**config.mk**
```make
export PLATFORM = sky130hd
export DESIGN_NAME = la_capture_sequencer
export DESIGN_NICKNAME = d
export VERILOG_FILES = /design/src/rtl/la_capture_sequencer_pkg.sv /design/src/rtl/la_capture_sequencer_trigger_match.sv /design/src/rtl/la_capture_sequencer.sv
export SDC_FILE = /design/constraint.sdc
export NUM_CORES = 1
export LEC_CHECK = 0
export ABC_CLOCK_PERIOD_IN_PS = 2500
export CORE_MARGIN = 8
export CORE_UTILIZATION = 43
export DETAILED_ROUTE_END_ITERATION = 16
export HOLD_SLACK_MARGIN = 0.05
export PLACE_DENSITY = 0.66
export SYNTH_ARGS = -nofsm -noshare
export SYNTH_HDL_FRONTEND = slang
export SYNTH_SLANG_ARGS = --single-unit
```
**constraint.sdc**
```tcl
create_clock -name clk -period 2.5 [get_ports clk]
set_input_delay 0.5 -clock clk [delete_from_list [all_inputs] [get_ports clk]]
set_output_delay 0.5 -clock clk [all_outputs]
set_load 0.02 [all_outputs]
```
**src/rtl/la_capture_sequencer_pkg.sv**
```systemverilog
// ---------------------------------------------------------------------------
// la_capture_sequencer_pkg
//   Definitions shared by the logic-analyzer capture blocks: channel width,
//   default buffer depth and divider width, the sequencer state encoding
//   (also visible to the output mux through the 'state' port), and the
//   masked channel compare used by the trigger.
// ---------------------------------------------------------------------------
package la_capture_sequencer_pkg;

  localparam int LA_CH_W      = 4;
  localparam int LA_DEPTH_DEF = 16;
  localparam int LA_DIVW_DEF  = 8;

  typedef enum logic [2:0] {
    ST_IDLE = 3'd0,
    ST_PRE  = 3'd1,
    ST_WAIT = 3'd2,
    ST_POST = 3'd3,
    ST_READ = 3'd4
  } la_state_t;

  // Channels outside the mask always compare equal, so a zero mask matches
  // every sample.
  function automatic logic la_match(input logic [LA_CH_W-1:0] ch,
                                    input logic [LA_CH_W-1:0] mask,
                                    input logic [LA_CH_W-1:0] val);
    return ((ch & mask) == (val & mask));
  endfunction

endpackage

```
**src/rtl/la_capture_sequencer_trigger_match.sv**
```systemverilog
// ---------------------------------------------------------------------------
// la_trigger_match
//   Masked compare of the current sample against the trigger value, with an
//   optional rising-edge qualifier.
//   Ports:
//     clk, rst   clock, asynchronous active-high reset
//     start      acquisition start; primes prev_match to 1
//     tick       sample tick during PRE/WAIT; updates prev_match
//     ch         current channel sample (the one being ticked)
//     cfg_mask   trigger channel mask (latched copy)
//     cfg_val    trigger compare value (latched copy)
//     cfg_edge   1 = rising edge of match, 0 = match level
//     trig       tick-qualified trigger
// ---------------------------------------------------------------------------
module la_trigger_match
  import la_capture_sequencer_pkg::*;
(
  input  logic               clk,
  input  logic               rst,
  input  logic               start,
  input  logic               tick,
  input  logic [LA_CH_W-1:0] ch,
  input  logic [LA_CH_W-1:0] cfg_mask,
  input  logic [LA_CH_W-1:0] cfg_val,
  input  logic               cfg_edge,
  output logic               trig
);

  logic match;
  logic prev_match;

  assign match = la_match(ch, cfg_mask, cfg_val);

  // prev_match starts at 1 so a level that already matches when the
  // acquisition begins never counts as a rising edge.
  always_ff @(posedge clk or posedge rst) begin
    if (rst) begin
      prev_match <= 1'b1;
    end else if (start) begin
      prev_match <= 1'b1;
    end else if (tick) begin
      prev_match <= match;
    end
  end

  assign trig = tick & (cfg_edge ? (match & ~prev_match) : match);

endmodule

```
**src/rtl/la_capture_sequencer.sv**
```systemverilog
// ---------------------------------------------------------------------------
// la_capture_sequencer
//   Runs one triggered acquisition of the 4 channel inputs into an external
//   DEPTH-entry buffer (pre-trigger fill, trigger wait, post-trigger capture)
//   then reads the whole buffer out oldest-first.
//   Ports:
//     clk, rst      clock, asynchronous active-high reset
//     arm           start request, rising edge honoured in IDLE only
//     abort         level, forces IDLE (highest priority)
//     ch_in         synchronised channel inputs
//     cfg_*         trigger mask/value/edge, pre-trigger count, divider
//                   (all latched at start)
//     buf_we/waddr/wdata  buffer write port, registered
//     rd_valid/rd_ready/rd_addr  readout address stream
//     trig_pos      buffer address of the trigger sample
//     state         FSM state (IDLE=0 PRE=1 WAIT=2 POST=3 READ=4)
//     done          one-cycle pulse after the last readout handshake
//
//   Readout handshake: rd_addr is presented with rd_valid high for the whole
//   READ phase; a transfer happens on every clock edge where rd_valid and
//   rd_ready are both high, and rd_addr only moves on such a transfer, so it
//   is stable while rd_ready is low. The buffer is read combinationally at
//   rd_addr by the consumer.
// ---------------------------------------------------------------------------
module la_capture_sequencer
  import la_capture_sequencer_pkg::*;
#(
  parameter int DEPTH = LA_DEPTH_DEF,
  parameter int AW    = $clog2(DEPTH),
  parameter int DIVW  = LA_DIVW_DEF
) (
  input  logic               clk,
  input  logic               rst,
  input  logic               arm,
  input  logic               abort,
  input  logic [LA_CH_W-1:0] ch_in,
  input  logic [LA_CH_W-1:0] cfg_mask,
  input  logic [LA_CH_W-1:0] cfg_val,
  input  logic               cfg_edge,
  input  logic [AW-1:0]      cfg_pretrig,
  input  logic [DIVW-1:0]    cfg_div,
  output logic               buf_we,
  output logic [AW-1:0]      buf_waddr,
  output logic [LA_CH_W-1:0] buf_wdata,
  output logic               rd_valid,
  input  logic               rd_ready,
  output logic [AW-1:0]      rd_addr,
  output logic [AW-1:0]      trig_pos,
  output logic [2:0]         state,
  output logic               done
);

  localparam logic [AW-1:0] LAST_IDX = AW'(DEPTH - 1);

  la_state_t state_q, state_d;

  logic               arm_q;
  logic [LA_CH_W-1:0] mask_q;
  logic [LA_CH_W-1:0] val_q;
  logic               edge_q;
  logic [AW-1:0]      pretrig_q;
  logic [DIVW-1:0]    div_q;
  logic [DIVW-1:0]    div_cnt;
  logic [AW-1:0]      wptr;
  logic [AW-1:0]      post_cnt;
  logic [AW-1:0]      rd_cnt;

  logic          start;
  logic          active;
  logic          tick;
  logic          eval_tick;
  logic          trig;
  logic          trig_hit;
  logic          hs;
  logic          last_hs;
  logic          enter_read;
  logic [AW-1:0] pre_last;
  logic [AW-1:0] post_load;

  // Abort beats a simultaneous start edge.
  assign start     = arm & ~arm_q & (state_q == ST_IDLE) & ~abort;
  assign active    = (state_q == ST_PRE) || (state_q == ST_WAIT) || (state_q == ST_POST);
  assign tick      = active && (div_cnt == div_q);
  assign eval_tick = tick && ((state_q == ST_PRE) || (state_q == ST_WAIT));
  assign trig_hit  = trig && (state_q == ST_WAIT);

  // The pre-trigger count is AW bits wide, so it can never exceed DEPTH-1;
  // the clamp is implicit in the port width.
  assign pre_last  = pretrig_q - AW'(1);
  assign post_load = LAST_IDX - pretrig_q;

  assign rd_valid   = (state_q == ST_READ);
  assign hs         = rd_valid & rd_ready;
  assign last_hs    = hs && (rd_cnt == LAST_IDX);
  assign enter_read = (state_d == ST_READ) && (state_q != ST_READ);

  assign state = state_q;

  la_trigger_match u_trig (
    .clk      (clk),
    .rst      (rst),
    .start    (start),
    .tick     (eval_tick),
    .ch       (ch_in),
    .cfg_mask (mask_q),
    .cfg_val  (val_q),
    .cfg_edge (edge_q),
    .trig     (trig)
  );

  always_ff @(posedge clk or posedge rst) begin
    if (rst) begin
      state_q <= ST_IDLE;
    end else begin
      state_q <= state_d;
    end
  end

  always_comb begin
    state_d = state_q;
    case (state_q)
      ST_IDLE: if (start) state_d = (cfg_pretrig == '0) ? ST_WAIT : ST_PRE;
      // wptr counts PRE samples from 0, so the last PRE tick is at pretrig-1.
      ST_PRE:  if (tick && (wptr == pre_last)) state_d = ST_WAIT;
      ST_WAIT: if (trig_hit) state_d = (post_load == '0) ? ST_READ : ST_POST;
      // The final post write's strobe lands in the first READ cycle; the
      // readout starts at the oldest entry, which is not that one.
      ST_POST: if (tick && (post_cnt == AW'(1))) state_d = ST_READ;
      ST_READ: if (last_hs) state_d = ST_IDLE;
      default: state_d = ST_IDLE;
    endcase
    if (abort) state_d = ST_IDLE;
  end

  always_ff @(posedge clk or posedge rst) begin
    if (rst) begin
      arm_q     <= 1'b0;
      mask_q    <= '0;
      val_q     <= '0;
      edge_q    <= 1'b0;
      pretrig_q <= '0;
      div_q     <= '0;
      div_cnt   <= '0;
      wptr      <= '0;
      post_cnt  <= '0;
      rd_cnt    <= '0;
      buf_we    <= 1'b0;
      buf_waddr <= '0;
      buf_wdata <= '0;
      rd_addr   <= '0;
      trig_pos  <= '0;
      done      <= 1'b0;
    end else begin
      arm_q  <= arm;
      buf_we <= tick & ~abort;
      done   <= last_hs & ~abort;

      if (active && !tick) begin
        div_cnt <= div_cnt + DIVW'(1);
      end else begin
        div_cnt <= '0;
      end

      if (tick) begin
        buf_wdata <= ch_in;
        buf_waddr <= wptr;
        wptr      <= wptr + AW'(1);
      end

      if (start) begin
        mask_q    <= cfg_mask;
        val_q     <= cfg_val;
        edge_q    <= cfg_edge;
        pretrig_q <= cfg_pretrig;
        div_q     <= cfg_div;
        wptr      <= '0;
      end

      if (trig_hit) begin
        trig_pos <= wptr;
        post_cnt <= post_load;
      end else if ((state_q == ST_POST) && tick) begin
        post_cnt <= post_cnt - AW'(1);
      end

      // Oldest sample sits pretrig entries before the trigger. When READ is
      // entered straight from WAIT, trig_pos is only being written this
      // cycle, so the trigger address comes from wptr.
      if (enter_read) begin
        rd_addr <= ((state_q == ST_WAIT) ? wptr : trig_pos) - pretrig_q;
        rd_cnt  <= '0;
      end else if (hs) begin
        rd_addr <= rd_addr + AW'(1);
        rd_cnt  <= rd_cnt + AW'(1);
      end
    end
  end

endmodule

```
Yosys cells after proc, flatten, opt, wreduce, memory -nomap -nowiden
Index checks and enable logic that the tools add are counted.

Output and inout bits: 22. Register bits after elaboration: 64. Logic and storage cells: 91.

Bitwise logic cells: 13. Multiplexer cells: 22. Eq/ne operators: 11. Reductions and logical operators: 19. $add $sub $neg: 8.

Operators by type and width (count): 2-to-1 mux 4 bit (9); 2-to-1 mux 3 bit (7); one-hot mux 3 bit (5 select lines) (1); adder 4 x 1 -> 4 bit, second input constant (3); logical AND 1 bit (9); adder 8 x 1 -> 8 bit, second input constant (1); bitwise AND 1 bit (8); bitwise AND 4 bit (2); equality test 4 bit (2); equality test 8 bit (1); zero test 4 bit (2); 2-to-1 mux 8 bit (1); nonzero test 2 bit (4); subtractor 4 x 1 -> 4 bit, second input constant (2); equality test 3 x 2 -> 1 bit, second input constant (2); equality test 3 bit, second input constant (2); equality test 4 x 1 -> 1 bit, second input constant (1); equality test 4 bit, second input constant (1); subtractor 4 bit (1); subtractor 4 bit, first input constant (1); equality test 3 x 1 -> 1 bit, second input constant (1); zero test 3 bit (1); 2-to-1 mux 1 bit (3); != test 3 bit, second input constant (1); 4 further kinds (7).

Longest topological paths before layout
Word-level depth: 13. Gate-level depth with buffers: 8. Depth with buffers taken out: 8.

Cells and area by module
From an unflattened synthesis, not the netlist that was laid out.

Cell total of the unflattened synthesis: 328. Area, all modules: 3308.2 sq um.

By module, submodules not included: la_capture_sequencer (area an instance 3198.1 sq um, sequential area each 1576.5 sq um, cells each 316, instances 1); la_trigger_match (area an instance 110.1 sq um, sequential area each 26.3 sq um, cells each 12, instances 1).

Least setup slack after synthesis
No wires, ideal clock.

Kind: register to register. Start point: register state_q[1], in the netlist state[1]. End point: register rd_addr[1]. Setup time: 0.125 ns. Setup slack: 0.236 ns. Path buffers: 0. Arrival time: 2.139 ns. Cell stages (with the launch flop): 6. Required time: 2.375 ns. Cells stage by stage: dfrtp_1 -> nor3b_4 -> and2_1 -> nand4_2 -> a2111oi_4 -> mux2_4.

Longest elaborated chain between the ends: 13.

RTL lines: start, declared (RTL line la_capture_sequencer.sv:55) `la_state_t state_q, state_d;`; start signal, assigned (RTL line la_capture_sequencer.sv:115) `state_q <= state_d;`; equality test 3 x 1 -> 1 bit or equality test 3 x 2 -> 1 bit (tied branches); logical OR 1 bit (RTL line la_capture_sequencer.sv:82, la_capture_sequencer.sv:84); logical OR 1 bit (RTL line la_capture_sequencer.sv:82) `assign active = (state_q == ST_PRE) || (state_q == ST_WAIT) || (state_q == ST_POST);`; logical AND 1 bit (RTL line la_capture_sequencer.sv:83) `assign tick = active && (div_cnt == div_q);`; logical AND 1 bit (RTL line la_capture_sequencer.sv:84) `assign eval_tick = tick && ((state_q == ST_PRE) || (state_q == ST_WAIT));`; bitwise AND 1 bit (RTL line la_capture_sequencer_trigger_match.sv:46) `assign trig = tick & (cfg_edge ? (match & ~prev_match) : match);`; logical AND 1 bit (RTL line la_capture_sequencer.sv:85) `assign trig_hit = trig && (state_q == ST_WAIT);`; 2-to-1 mux 3 bit (RTL line la_capture_sequencer.sv:125) `ST_WAIT: if (trig_hit) state_d = (post_load == '0) ? ST_READ : ST_POST;`; one-hot mux 3 bit (5 select lines) (RTL line la_capture_sequencer.sv:121) `case (state_q)`; 2-to-1 mux 3 bit (RTL line la_capture_sequencer.sv:132) `if (abort) state_d = ST_IDLE;`; equality test 3 bit (RTL line la_capture_sequencer.sv:95) `assign enter_read = (state_d == ST_READ) && (state_q != ST_READ);`; logical AND 1 bit (RTL line la_capture_sequencer.sv:95); 2-to-1 mux 4 bit or nonzero test 2 bit (tied branches); end signal, assigned (RTL line la_capture_sequencer.sv:190) `rd_addr <= ((state_q == ST_WAIT) ? wptr : trig_pos) - pretrig_q;`; end signal, assigned (RTL line la_capture_sequencer.sv:193) `rd_addr <= rd_addr + AW'(1);`; end, declared (RTL line la_capture_sequencer.sv:47) `output logic [AW-1:0] rd_addr,`.

Several ways; a longest one is shown, not always the timed one. A chain may end at the register's enable or synchronous reset.

Final worst setup path
Start point: register state_q[1], in the netlist state[1]. End point: output port rd_valid.

Longest elaborated chain between the ends: 1.

RTL lines: equality test 3 bit (RTL line la_capture_sequencer.sv:92) `assign rd_valid = (state_q == ST_READ);`; end, declared (RTL line la_capture_sequencer.sv:45) `output logic rd_valid,`.

No other way between the ends.

==> impl_metrics.py <==
metrics = {
    "routing": {
        "routed_via_density": 5.01,
        "drc": 0,
        "drtPass1Iterations": 4,
        "drt_iter0_drc": 115,
        "dr_total_vias": 2631,
        "wl_mm": 7.74,
        "ant_nets": 0,
        "wire_per_inst_um": 14.7,
    },
    "hold_path": {
        "hold_path_end": "buf_waddr[2]",
        "hp-class": "reg -> reg",
        "holdPathStages": 2,
        "hp-start": "buf_waddr[2]",
    },
    "timing": {
        "fin_setup_tns_ns": 0,
        "grt_setup_unrepaired": "false",
        "final-hold-violation-count": 0,
        "drv_slew": 0,
        "min_period_ns": 2.29,
        "slew_headroom_pct": 63.5,
        "tightest_slew_ns": 0.547,
        "clock.fmax_ghz": 0.437,
        "fin_crit_sh_pct": 91.6,
        "clock_skew_ns": 0.00958,
        "setup_viol": 0,
    },
    "synth": {
        "ys_types": 43,
        "synth-seq-cells": 64,
        "syn_area_per_cell_um2": 9.59,
        "yosysTopAreaCellShare_pct": 47.2,
        "synth_largest_area_cell": "dfrtp_1",
        "syn_nets": 390,
        "syn_inst": 348,
        "postSynth.asyncResetShare_pct": 100,
        "yosys_warnings": 0,
        "synthTopCellsByArea": "dfrtp_1 (47%), nand2_1 (11%), xnor2_1 (6.3%)",
        "synth_area_mm2": 0.00334,
        "synth_flop_cell": "dfrtp_1",
        "yosysSeqAreaShare_pct": 48.0,
        "synth_edf_count": 0,
    },
    "die": {
        "rows": 32,
        "ioPinCount": 52,
        "die_w_um": 104,
        "start_util_pct": 43.9,
        "dieArea_mm2": 0.0108,
        "die_h_um": 104,
        "core_region_area_mm2": 0.00761,
    },
    "critical_path": {
        "critPathSlowestCell": "clkdlybuf4s50_1",
        "slowest_delay_ns": 0.59,
        "cp.required_ns": 2.00,
        "crit_path_start_kind": "flop",
        "critPathBufInv": 2,
        "critPathMaxFanout": 7,
        "critPathKind": "reg -> out",
        "crit_arrival_ns": 1.79,
        "regToRegSetupSlack_ns": 0.22,
        "critPathTopFamily": "buffers and inverters",
        "rr_worst_depth": 5,
        "r2r_end": "post_cnt[1]",
        "path_cells": "nor2_2 > nand2_1 > inv_1 > clkdlybuf4s50_1",
        "reg2reg_from": "div_cnt[0]",
        "critPathCaptureType": "output pin",
        "cp-startpoint": "state[1]",
    },
    "clock_tree": {
        "post-cts-setup-buffers": 0,
        "cts_tree": "done",
        "clockBufferDepth": 2,
        "cts_buffers": 9,
        "cts_root_buffer": "clkbuf_8",
        "cts_sinks": 64,
        "cts_max_level": 3,
        "cts_hold_buf": 0,
        "clk_pin_slew_worst_paths_ns": 0.08,
        "worstSkewPairLatency_ns": 0.34,
    },
    "grt": {
        "antenna_found_initial": 0,
        "grt_pass1_vias": 2764,
        "grt_util_all_layers_pct": 15.1,
        "grt_max_degree": 31,
        "grt_pass1_wl_mm": 13.5,
        "overflow": 0,
    },
    "pwr": {
        "finalPower_mw": 4.11,
        "peakVddDrop_mv": 0.532,
        "p_leak_nw": 1.97,
        "power_density_mw_per_mm2": 955,
    },
    "outcome": {
        "status": "completed",
    },
    "layout": {
        "fillers": 692,
        "drive_gt1_share_pct": 13.0,
        "antenna_cells": 0,
        "finalCoreUtilization_pct": 56.6,
        "fin_nets": 460,
        "stdcell_count": 525,
        "syn_to_final_growth_pct": 29.0,
        "final_cell_area_mm2": 0.00431,
    },
    "placed_design": {
        "place_congestion": 0.805,
        "dp.cells": 509,
        "io_buffers": 51,
        "place_hpwl_mm": 5.84,
        "placed_area_mm2": 0.00409,
    },
    "run": {
        "max_cap_viol_count": 0,
    },
}
==> cell usage after synthesis (all sizes together), types with 3 or more instances <==
master / n
xnor2: 24
a21oi: 8
dfrtp: 63
nand2: 97
a22oi: 3
clkbuf: 10
nor4: 8
nand3: 8
o21ai: 8
mux2i: 8
mux2: 7
nor3: 5
ha: 11
or2: 3
nand4: 5
nor2: 21
inv: 14
or3: 7
xor2: 12
and3: 4
==> where the power goes <==
group	internal (mW)	switching [mW]	leakage [nW]
Clock	0.563	0.417	0.110
Combinational	0.726	0.789	1.06
Sequential	1.33	0.288	0.809
Total	2.62	1.49	1.97
==> layer usage <==
metal / share of wire, % / routed length (um) / up-vias / global-route usage (%)
met4: 0.70 / 54 / 0 / 5.27
met1: 47 / 3640 / 1263 / 19.6
met5: 0 / 0 / - / 0
li1: - / - / 1300 / -
met3: 5.1 / 395 / 4 / 3.53
met2: 47 / 3640 / 64 / 24.0
==> layout by cell type (no fill, tap or decap), types with 2 or more instances in the layout <==
cell type / synthesis / routed
clkinv_2: 0 / 2
ha_1: 11 / 11
and3_1: 4 / 4
buf_4: 0 / 19
nand4_2: 2 / 2
mux2i_1: 8 / 8
nor2_1: 21 / 20
nand4_1: 3 / 3
xnor2_1: 24 / 24
or2_2: 3 / 3
a21oi_1: 8 / 8
a22oi_1: 3 / 3
o21ai_0: 8 / 8
nor4_1: 7 / 7
clkbuf_8: 0 / 9
a41oi_1: 2 / 2
bufinv_16: 0 / 2
or3_1: 7 / 7
xor2_1: 12 / 12
nand2_1: 97 / 97
clkdlybuf4s50_1: 0 / 51
nand4b_1: 2 / 2
dfrtp_1: 63 / 63
nand3_1: 8 / 8
nor3_1: 5 / 5
mux2_4: 5 / 5
inv_1: 14 / 13
mux2_2: 2 / 2
==> cell type report <==
class                   count  area (um^2)  area share (%)
clock buffers               9          124            2.88
clock inverters             7         95.1            2.21
flip-flops and latches     64         1600            37.2
repair buffers             71          673            15.6
multi-input cells         258         1630            37.9
inverters                  14         52.6            1.22
well taps                 102          128            2.96
==> worst reg2reg max path: cells and delay by family (launching register included) <==
family,cells,cell delay (ns)
AOI/OAI and AO/OA,1,0.37
xor gates and xnor gates,1,0.19
DFF,1,0.45
and+or+nand+nor,3,1.15
==> cell families (layout without fill, tap and decap cells) <==
family	after synthesis	after routing	share of synthesized area, %
mux	15	15	5.32
simple gates	166	166	23.2
xor+xnor	36	36	9.45
flops	64	64	48.0
buf+inv	26	101	3.15
fa+ha+maj	12	12	4.72
compound gates	29	29	6.19
==> stage by stage <==
| step | setup WS, ns | hold WS, ns |
|---|---|---|
| 5_1_grt | 0.0642 | 0.507 |
| 2_1_floorplan | 0.236 | 0.446 |
| 3_5_place_dp | -0.0158 | 0.467 |
| 6_report | 0.210 | 0.479 |
| 3_3_place_gp | 0.0163 | 0.462 |
| 4_1_cts | 0.106 | 0.485 |
==> worst max path at each step <==
stage	end	slack, ns	depth (start not counted)
after detailed placement	post_cnt[1]	-0.02	6
after global placement	post_cnt[1]	0.02	6
final	rd_valid	0.21	4
after CTS	rd_valid	0.11	4
after floorplan	rd_addr[1]	0.24	5
after global routing	rd_valid	0.06	4
==> sequential cells by signal, indices dropped and copies added (netlist names) <==
| name | count |
|---|---|
| val_q | 4 |
| div_cnt | 8 |
| buf_we | 1 |
| div_q | 8 |
| edge_q | 1 |
| arm_q | 1 |
| post_cnt | 4 |
| rd_cnt | 4 |
| wptr | 4 |
| done | 1 |
| pretrig_q | 4 |
| trig_pos | 4 |
| mask_q | 4 |
| u_trig.prev_match | 1 |
| rd_addr | 4 |
| buf_waddr | 4 |
| state | 3 |
| buf_wdata | 4 |
==> what timing repair did <==
item,CTS,global route
resized for setup,0,1
hold endpoints to repair,0,0
setup endpoints to repair,0,1
Power figures use the tool's default switching activity.
==> RTL edit (same settings) <==
Reset style: synchronous (`rst`), changed in 3 clocked blocks. Comments in the files are not updated.
--- a/src/rtl/la_capture_sequencer_trigger_match.sv
+++ b/src/rtl/la_capture_sequencer_trigger_match.sv
@@ -35,3 +35,3 @@
   // acquisition begins never counts as a rising edge.
-  always_ff @(posedge clk or posedge rst) begin
+  always_ff @(posedge clk) begin
     if (rst) begin
--- a/src/rtl/la_capture_sequencer.sv
+++ b/src/rtl/la_capture_sequencer.sv
@@ -110,3 +110,3 @@
 
-  always_ff @(posedge clk or posedge rst) begin
+  always_ff @(posedge clk) begin
     if (rst) begin
@@ -134,3 +134,3 @@
 
-  always_ff @(posedge clk or posedge rst) begin
+  always_ff @(posedge clk) begin
     if (rst) begin
Function: differs if rst is asserted again (counterexample within 4 cycles, from zero or initial values and one cycle with rst high); with rst held inactive, the same outputs for 10 cycles.
==> RTL edit against the original RTL <==
- via count shrank 1.5%
- routed wire length shrank 6.8%
- critical path depth is the same
- cell area shrank 7.7%
- sequential cell count is the same
- non-clock buffer count shrank 1
- setup slack gained 63 ps
- synthesized area shrank 7.9%
- critical path type unchanged
- critical endpoint unchanged
- largest cell class unchanged
Power is not compared: it rests on default switching activity, and its combinational part moved more than twofold at a synthesized area within 25%.
==> RTL edit: results (changes against the original RTL) <==
INFO  metric routed_wire_length_per_instance = 13.87 µm (was 14.74 µm)
INFO  metric grt_first_pass_wirelength = 12,200 µm (was 13,460 µm)
INFO  metric crit-reg2reg-launch = state[1] (was div_cnt[0])
INFO  metric timing_worst_slew_pin_value = 566.3 ps (was 547.2 ps)
INFO  metric globalplace.congestion = 0.8515 (was 0.8046)
INFO  metric ys_seq_area_frac = 0.4168 (was 0.4801)
INFO  metric layout-drive-gt1-share = 0.1116 (was 0.1300)
INFO  metric synth_mux_area_frac = 0.04681 (was 0.05322)
INFO  metric outcome = completed (unchanged)
INFO  metric nets = 458 (was 460)
INFO  metric async_flop_share = 0 (was 1.000)
INFO  metric yosys.area_share.xor_xnor = 0.1140 (was 0.09445)
INFO  metric drtIter0Drc = 93 (was 115)
INFO  metric critPathArrivalTime = 1730 ps (was 1790 ps)
INFO  metric finClkSkew = 8.749 ps (was 9.582 ps)
INFO  metric critPathMaxStageDelay = 620 ps (was 590 ps)
INFO  metric hp_start = buf_wdata[0] (was buf_waddr[2])
INFO  metric capture_endpoint_of_the_worst_hold_path = buf_wdata[0] (was buf_waddr[2])
INFO  metric reg2regPathDepth = 8 (was 5)
INFO  metric reg2reg_slack = 370 ps (was 220 ps)
INFO  metric synth_compound_area_frac = 0.1054 (was 0.06184)
INFO  metric dp_hpwl = 5395 µm (was 5844 µm)
INFO  metric pin_count_of_the_biggest_net_entering_global_routing = 30 (was 31)
INFO  metric gr-usage-all-layers = 0.1522 (was 0.1508)
INFO  metric worst_r2r_endpoint = rd_addr[3] (was post_cnt[1])
INFO  metric synth.cells.most_frequent = sky130_fd_sc_hd__nand2_1 (68), sky130_fd_sc_hd__dfxtp_1 (64), sky130_fd_sc_hd__a21oi_1 (30), sky130_fd_sc_hd__nor2_1 (27), sky130_fd_sc_hd__xor2_1 (24) (was sky130_fd_sc_hd__nand2_1 (97), sky130_fd_sc_hd__dfrtp_1 (63), sky130_fd_sc_hd__xnor2_1 (24), sky130_fd_sc_hd__nor2_1 (21), sky130_fd_sc_hd__inv_1 (14))
INFO  metric first_global_vias = 2,551 (was 2,764)
RTL edit: cell types whose count changed after synthesis, sizes merged, moves of 6 or more:
cell,before,now
dfxtp,0,64
xor2,12,24
a21oi,8,30
nor2,21,28
a211oi,0,6
xnor2,24,16
inv,14,8
dfrtp,63,0
nor3,5,17
nand2,97,68
RTL edit: how the worst max path moves through the flow:
| stage | to | slack [ps] | cells after the start |
|---|---|---|---|
| after detailed placement | rd_addr[1] | 70 | 8 |
| final | rd_valid | 270 | 4 |
| after CTS | rd_valid | 250 | 4 |
| after global routing | rd_valid | 140 | 4 |
| after global placement | rd_addr[1] | 100 | 8 |
| after floorplan | rd_addr[3] | 180 | 8 |
RTL edit: cell families (layout without fill, tap and decap cells):
logic type | after synthesis | in the layout
and+or+nand+nor | 147 | 147
DFF | 64 | 64
AOI/OAI and AO/OA | 50 | 50
xor gates and xnor gates | 40 | 40
buffers and inverters | 25 | 94
muxes | 14 | 14
adders and majority gates | 12 | 12
RTL edit: area by class of cell:
cell class,instances,area (µm²)
clock buffer,11,151.4
timing repair buffer,70,648.1
multi-input combinational,263,1688
inverter,8,30.03
tap,99,123.9
clock inverter,5,55.05
sequential,64,1281
fill,665,3120
RTL edit: worst min-delay path: stages (launching register included):
cell and delay (ps):
sky130_fd_sc_hd__dfxtp_1 310, sky130_fd_sc_hd__nand2_1 50, sky130_fd_sc_hd__a21oi_1 50
RTL edit: power breakdown:
group,switching [mW],internal [mW]
combinational,0.106,0.102
sequential,0.0146,1.04
clock,0.400,0.511
RTL edit: layer usage:
metal | up-vias | global-route usage | share of wire
met3 | 10 | 0.03246 | 0.044
met2 | 52 | 0.2379 | 0.46
met4 | 0 | 0.07442 | 0.019
met5 | - | 0 | 0
met1 | 1194 | 0.1937 | 0.47
li1 | 1335 | - | -
RTL edit: stage by stage:
stage               hold WS (ps)    util  setup WS (ps)  total power [mW]  std cells
detailed placement         449.8  0.5313          70.84             1.285        504
finish                     456.1  0.5604          272.9             2.172        520
CTS                        460.4  0.5604          253.9             2.194        520
global placement           445.7  0.5313          95.78             1.282        504
global route               477.2  0.5604          137.8             2.260        520
floorplan                  435.7       -          180.7             1.186        352
